--- config.mk ---
export PLATFORM = sky130hd
export DESIGN_NAME = llc_pending_tracker
export DESIGN_NICKNAME = d
export VERILOG_FILES = /design/src/rtl/llc_pending_pkg.sv /design/src/rtl/llc_flag_bank.sv /design/src/rtl/llc_pending_tracker.sv
export SDC_FILE = /design/constraint.sdc
export NUM_CORES = 1
export LEC_CHECK = 0
export BUFFER_PORTS_ARGS = -buffer_cell sky130_fd_sc_hd__buf_2
export CAP_MARGIN = 20
export CORE_MARGIN = 5
export CORE_UTILIZATION = 23
export CTS_CLUSTER_DIAMETER = 100
export DETAILED_ROUTE_END_ITERATION = 6
export PLACE_DENSITY = 0.43
export RECOVER_POWER = 50
export SYNTH_ARGS = -nofsm -noshare
export SYNTH_HDL_FRONTEND = slang
export SYNTH_SLANG_ARGS = --single-unit
--- constraint.sdc ---
create_clock -name clk -period 5 [get_ports clk]
set_clock_uncertainty 0.05 [all_clocks]
set_input_delay 1 -clock clk [delete_from_list [all_inputs] [get_ports clk]]
set_output_delay 1 -clock clk [all_outputs]
set_load 0.01 [all_outputs]
--- src/rtl/llc_pending_pkg.sv ---
// Shared types and flag indices for the LLC pending-request tracker.
// Set/tag geometry defaults apply only when cache_types.svh has not already defined it.
`ifndef LLC_SET_BITS
`define LLC_SET_BITS 10
`endif
`ifndef LLC_TAG_BITS
`define LLC_TAG_BITS 18
`endif
`ifndef LLC_SETS
`define LLC_SETS 1024
`endif

package llc_pending_pkg;

    typedef logic [`LLC_SET_BITS-1:0] llc_set_t;
    typedef logic [`LLC_TAG_BITS-1:0] llc_tag_t;

    localparam int FLG_RST_STALL   = 0;
    localparam int FLG_FLUSH_STALL = 1;
    localparam int FLG_REQ_STALL   = 2;
    localparam int FLG_EVICT_STALL = 3;
    localparam int FLG_DMA_STALL   = 4;

    typedef struct packed {
        llc_set_t set;
        llc_tag_t tag;
    } llc_stall_entry_t;

endpackage

--- src/rtl/llc_flag_bank.sv ---
// Generic per-bit set/clear flag register bank; clear dominates set on the same bit.
module llc_flag_bank
    import llc_pending_pkg::*;
#(
    parameter int                   NUM_FLAGS    = 16,
    parameter logic [NUM_FLAGS-1:0] FLAG_RST_VAL = {{(NUM_FLAGS-1){1'b0}}, 1'b1}
) (
    input  logic                 clk,
    input  logic                 rst,
    input  logic                 rst_state,
    input  logic [NUM_FLAGS-1:0] flag_set,
    input  logic [NUM_FLAGS-1:0] flag_clr,
    output logic [NUM_FLAGS-1:0] flags
);

    logic [NUM_FLAGS-1:0] flags_r;

    // Flag register: soft reset overrides strobes, clear beats set
    always_ff @(posedge clk or negedge rst) begin
        if (!rst) begin
            flags_r <= FLAG_RST_VAL;
        end else if (rst_state) begin
            flags_r <= FLAG_RST_VAL;
        end else begin
            flags_r <= (flags_r | flag_set) & ~flag_clr;
        end
    end

    assign flags = flags_r;

endmodule

--- src/rtl/llc_pending_tracker.sv ---
// LLC pending tracker: flag bank, stalled-request FIFO with set lookup, and set walker.
// Optional statistics (hwm, overflow_err) are built only with LLC_PENDING_STATS_EN defined.
module llc_pending_tracker
    import llc_pending_pkg::*;
#(
    parameter int                   NUM_FLAGS    = 16,
    parameter logic [NUM_FLAGS-1:0] FLAG_RST_VAL = 16'h0001,
    parameter int                   DEPTH        = 4,
    parameter int                   SET_BITS     = `LLC_SET_BITS,
    parameter int                   TAG_BITS     = `LLC_TAG_BITS,
    parameter int                   NUM_SETS     = `LLC_SETS
) (
    input  logic                       clk,
    input  logic                       rst,
    input  logic                       rst_state,
    input  logic [NUM_FLAGS-1:0]       flag_set,
    input  logic [NUM_FLAGS-1:0]       flag_clr,
    output logic [NUM_FLAGS-1:0]       flags,
    input  logic                       push_valid,
    input  logic [SET_BITS-1:0]        push_set,
    input  logic [TAG_BITS-1:0]        push_tag,
    output logic                       push_ready,
    output logic                       pop_valid,
    output logic [SET_BITS-1:0]        pop_set,
    output logic [TAG_BITS-1:0]        pop_tag,
    input  logic                       pop_ready,
    input  logic [SET_BITS-1:0]        lookup_set,
    output logic                       lookup_hit,
    output logic [$clog2(DEPTH+1)-1:0] count,
    input  logic                       walk_start,
    input  logic                       walk_incr,
    output logic [SET_BITS-1:0]        walk_set,
    output logic                       walk_busy,
    output logic                       walk_done,
    output logic [$clog2(DEPTH+1)-1:0] hwm,
    output logic                       overflow_err
);

    localparam int                  CW       = $clog2(DEPTH+1);
    localparam int                  PW       = $clog2(DEPTH);
    localparam logic [CW-1:0]       FULL_CNT = CW'(DEPTH);
    localparam logic [PW-1:0]       LAST_PTR = PW'(DEPTH-1);
    localparam logic [SET_BITS-1:0] LAST_SET = SET_BITS'(NUM_SETS-1);

    logic [SET_BITS-1:0] set_mem_r [DEPTH];
    logic [TAG_BITS-1:0] tag_mem_r [DEPTH];
    logic [DEPTH-1:0]    valid_r;
    logic [DEPTH-1:0]    valid_nxt_s;
    logic [DEPTH-1:0]    match_s;
    logic [PW-1:0]       wr_ptr_r;
    logic [PW-1:0]       rd_ptr_r;
    logic [CW-1:0]       count_r;
    logic [CW-1:0]       count_nxt_s;
    logic                not_empty_s;
    logic                push_fire_s;
    logic                pop_fire_s;
    logic [SET_BITS-1:0] walk_set_r;
    logic                walk_busy_r;
    logic                walk_done_r;

    llc_flag_bank #(
        .NUM_FLAGS    (NUM_FLAGS),
        .FLAG_RST_VAL (FLAG_RST_VAL)
    ) u_flag_bank (
        .clk       (clk),
        .rst       (rst),
        .rst_state (rst_state),
        .flag_set  (flag_set),
        .flag_clr  (flag_clr),
        .flags     (flags)
    );

    // Handshake qualification, next occupancy and next valid map
    always_comb begin
        not_empty_s = (count_r != {CW{1'b0}});
        push_fire_s = push_valid && (count_r != FULL_CNT);
        pop_fire_s  = pop_ready && not_empty_s;
        valid_nxt_s = valid_r;
        if (pop_fire_s) begin
            valid_nxt_s[rd_ptr_r] = 1'b0;
        end else begin
            valid_nxt_s[rd_ptr_r] = valid_r[rd_ptr_r];
        end
        if (push_fire_s) begin
            valid_nxt_s[wr_ptr_r] = 1'b1;
        end else begin
            valid_nxt_s[wr_ptr_r] = valid_nxt_s[wr_ptr_r];
        end
        if (push_fire_s && !pop_fire_s) begin
            count_nxt_s = count_r + CW'(1'b1);
        end else if (pop_fire_s && !push_fire_s) begin
            count_nxt_s = count_r - CW'(1'b1);
        end else begin
            count_nxt_s = count_r;
        end
    end

    // Conflict lookup sees only committed entries, never this cycle's push
    always_comb begin
        for (int i = 0; i < DEPTH; i++) begin
            match_s[i] = valid_r[i] && (set_mem_r[i] == lookup_set);
        end
    end

    // FIFO payload storage; contents are qualified by valid_r so no reset is needed
    always_ff @(posedge clk) begin
        if (push_fire_s && !rst_state) begin
            set_mem_r[wr_ptr_r] <= push_set;
            tag_mem_r[wr_ptr_r] <= push_tag;
        end
    end

    // FIFO control: pointers wrap explicitly so DEPTH need not be a power of two
    always_ff @(posedge clk or negedge rst) begin
        if (!rst) begin
            wr_ptr_r <= {PW{1'b0}};
            rd_ptr_r <= {PW{1'b0}};
            count_r  <= {CW{1'b0}};
            valid_r  <= {DEPTH{1'b0}};
        end else if (rst_state) begin
            wr_ptr_r <= {PW{1'b0}};
            rd_ptr_r <= {PW{1'b0}};
            count_r  <= {CW{1'b0}};
            valid_r  <= {DEPTH{1'b0}};
        end else begin
            if (push_fire_s) begin
                wr_ptr_r <= (wr_ptr_r == LAST_PTR) ? {PW{1'b0}} : wr_ptr_r + PW'(1'b1);
            end
            if (pop_fire_s) begin
                rd_ptr_r <= (rd_ptr_r == LAST_PTR) ? {PW{1'b0}} : rd_ptr_r + PW'(1'b1);
            end
            count_r <= count_nxt_s;
            valid_r <= valid_nxt_s;
        end
    end

    // Set walker: start restarts at 0 and beats incr; incr while idle is dropped
    always_ff @(posedge clk or negedge rst) begin
        if (!rst) begin
            walk_set_r  <= {SET_BITS{1'b0}};
            walk_busy_r <= 1'b0;
            walk_done_r <= 1'b0;
        end else if (rst_state) begin
            walk_set_r  <= {SET_BITS{1'b0}};
            walk_busy_r <= 1'b0;
            walk_done_r <= 1'b0;
        end else begin
            walk_done_r <= 1'b0;
            if (walk_start) begin
                walk_set_r  <= {SET_BITS{1'b0}};
                walk_busy_r <= 1'b1;
            end else if (walk_incr && walk_busy_r) begin
                if (walk_set_r == LAST_SET) begin
                    walk_set_r  <= {SET_BITS{1'b0}};
                    walk_busy_r <= 1'b0;
                    walk_done_r <= 1'b1;
                end else begin
                    walk_set_r <= walk_set_r + SET_BITS'(1'b1);
                end
            end
        end
    end

`ifdef LLC_PENDING_STATS_EN
    logic [CW-1:0] hwm_r;
    logic          overflow_err_r;

    // Statistics follow post-edge occupancy so hwm never lags count
    always_ff @(posedge clk or negedge rst) begin
        if (!rst) begin
            hwm_r          <= {CW{1'b0}};
            overflow_err_r <= 1'b0;
        end else if (rst_state) begin
            hwm_r          <= {CW{1'b0}};
            overflow_err_r <= 1'b0;
        end else begin
            if (count_nxt_s > hwm_r) begin
                hwm_r <= count_nxt_s;
            end
            if (push_valid && !push_ready) begin
                overflow_err_r <= 1'b1;
            end
        end
    end

    assign hwm          = hwm_r;
    assign overflow_err = overflow_err_r;
`else
    assign hwm          = {CW{1'b0}};
    assign overflow_err = 1'b0;
`endif

    assign push_ready = (count_r != FULL_CNT);
    assign pop_valid  = not_empty_s;
    assign pop_set    = not_empty_s ? set_mem_r[rd_ptr_r] : {SET_BITS{1'b0}};
    assign pop_tag    = not_empty_s ? tag_mem_r[rd_ptr_r] : {TAG_BITS{1'b0}};
    assign lookup_hit = |match_s;
    assign count      = count_r;
    assign walk_set   = walk_set_r;
    assign walk_busy  = walk_busy_r;
    assign walk_done  = walk_done_r;

endmodule
==> results.tsv <==
metric	value	unit
cellPowerDensity	456.4	mW/mm^2
worstSetupPathType	reg2out	
detail_route.iter0.violations	145	
synth.largest_area_cell	edfxtp_1	
drcViolationCount	0	
drive_gt1_share	30.76	%
post-route-min-period	3.567	ns
pin_count	143	
nNetsFinal	669	
synthDominantCellAreaShare	50.28	%
antenna_cells	0	
clk_latency	0.42	ns
synth_cell_types	47	
violations	max-capacitance violations, max-slew violations	
crit_path_max_fanout	18	
clockBufferDepth	2	
p_leak	0.003067	uW
globalplace.congestion	0.8004	
ant_nets	0	
hold_buffers	0	
post_drt_via_cell_ratio	4.189	
tritoncts	done	
cts-resized-gates	0	
yosysWarnings	0	
antenna_found_initial	0	
maxSlewViolCount	72	
syn_area_per_cell	15.07	um^2
synth_top_cells_by_count	edfxtp_1, dfrtp_1, nor2_1, nor2b_1	
avgRoutedWirePerCell	17.73	um
vias	4101	
core_area	0.02870	mm^2
crit_arrival	2.52	ns
worst_setup_path_start_kind	register	
ctsRootBufferMaster	clkbuf_16	
dp_hpwl	11.56	mm
h-tree-depth	4	
start_util	23.30	%
portBuffers	138	
peakVddDrop	221.5	uV
synth_edf_count	112	
grt_pass1_wl	26.96	mm
syn-cell-area	0.006689	mm^2
die_w	180.5	um
ys_ff_latch	151	
multi_input_area	0.002215	mm^2
hold_slack	0.4619	ns
final_hold_viol_count	0	
min_path_type	reg2reg	
finalWirelength	17.35	mm
finalCritPeriodShare	71.34	%
cp.required	3.95	ns
postCtsSetupRepairBufs	0	
rows	62	
die_h	180.5	um
fillers	2961	
synth_ff_type	edfxtp_1	
worst_setup_path_end_kind	output pin	
cts_buffers	17	
maxSlewHeadroom	-47.93	%
design.die.area	0.03259	mm^2
rsz0062_at_grt	false	
dr.pass1.iters	5	
setup_violations	0	
yosysMostFrequentCell	edfxtp_1	
cts_sinks	151	
syn_to_final_growth	24.90	%
netlist_instances	444	
seqCellArea	0.004342	mm^2
grt_overflow	0	
grt_max_degree	40	
synth_area_leaders	edfxtp_1, dfrtp_1, mux4_2, xnor2_1, nor2b_1	
tns	0	ns
grt_usage	10.77	%
synth.yosys.seq_area_share	64.89	%
max-cap-violations	2	
tightest_slew	2.219	ns
status	complete, but fails checks	
clkTransAtPathRegs	0.07	ns
grt_pass1_vias	4528	
fmax	280.4	MHz
async_reset_ff_share	25.83	%
[cells in the final DEF, fill, tap and decap left out, types with 3 or more instances in the layout]
cell type    n
ha_1         9
a211oi_1     5
clkbuf_16   17
dfrtp_1     37
buf_2      105
a21oi_1     10
buf_4        3
inv_8        4
and2_2       4
mux4_2      29
xnor2_1     29
nor4_1       4
nand2_1     13
nor2_1      36
clkbuf_1    34
nand4_1      9
inv_1        9
inv_6        4
nand3_1      6
clkinv_4     3
edfxtp_1   112
conb_1       4
xor2_1      21
nor2b_1     33
nor3_1      19
[worst paths after layout]
check,startpoint,endpoint,slack (ns),cells past startpoint
max reg2reg,rd_ptr_r[0]$_DFFE_PN0P_,valid_r[0]$_DFF_PN0_,2.17,6
min,u_flag_bank.flags[0]$_DFF_PN1_,u_flag_bank.flags[0]$_DFF_PN1_,0.46,2
max in group asynchronous,rst,rd_ptr_r[0]$_DFFE_PN0P_,2.29,1
min in group asynchronous,rst,walk_set[1]$_DFFE_PN0P_,1.17,1
min reg2reg,u_flag_bank.flags[0]$_DFF_PN1_,u_flag_bank.flags[0]$_DFF_PN1_,0.46,2
max,rd_ptr_r[0]$_DFFE_PN0P_,pop_set[8],1.43,4
[logic make-up after synthesis]
| kind of cell | after synthesis | share of synthesized area, % |
|---|---|---|
| flip-flops | 151 | 64.89 |
| buffers and inverters | 34 | 2.319 |
| AO/OA/AOI/OAI | 28 | 3.030 |
| multiplexers | 31 | 10.06 |
| XOR/XNOR | 50 | 6.547 |
| adder cells (fa/ha/maj) | 10 | 1.983 |
| AND/OR/NAND/NOR | 139 | 11.11 |
| other | 1 | 0.05606 |
[cell type report]
cell class / count / share of cell area [%]
Sequential cell: 151 / 51.97
Multi-Input combinational cell: 262 / 26.51
Timing Repair Buffer: 141 / 8.043
Tap cell: 384 / 5.751
Clock buffer: 18 / 5.137
Clock inverter: 14 / 2.187
Inverter: 9 / 0.4044
[through the flow]
step	instances	instance area, um^2	util (%)	worst slack (ns)	total power, uW
floorplan	447	6700	-	2.011	2149
global placement	947	7784	27.12	1.776	2542
detailed placement	947	7784	27.12	1.758	2551
CTS	979	8396	29.25	1.298	3912
global route	979	8354	29.11	1.188	4038
finish	979	8354	29.11	1.433	3813
[sequential cells by signal, indices dropped and copies added (netlist names)]
signal             count
count                  3
walk_done              1
valid_r                4
rd_ptr_r               2
tag_mem_r             72
set_mem_r             40
wr_ptr_r               2
walk_set              10
walk_busy              1
u_flag_bank.flags     16
[critical path: stages, from the launching register on]
cell and delay, ns:
dfrtp_2 0.72, buf_4 0.49, mux4_2 0.55, nor2b_1 0.16, buf_2 0.16
[power by group]
part	total (uW)	internal (uW)	switching (uW)	leakage, uW
Sequential	1540	1440	98.7	0.00154
Clock	1330	762	571	0.000301
Combinational	941	426	515	0.00123
[per-layer routing]
metal | part of all wire, % | vias up | routed length (um) | track usage, %
li1 | - | 1907 | - | -
met1 | 44 | 2099 | 7617 | 13.56
met2 | 51 | 85 | 8886 | 18.33
met3 | 3.8 | 10 | 657 | 2.745
met4 | 1.1 | 0 | 192 | 3.176
met5 | 0 | - | 0 | 0
Power figures use the tool's default switching activity.
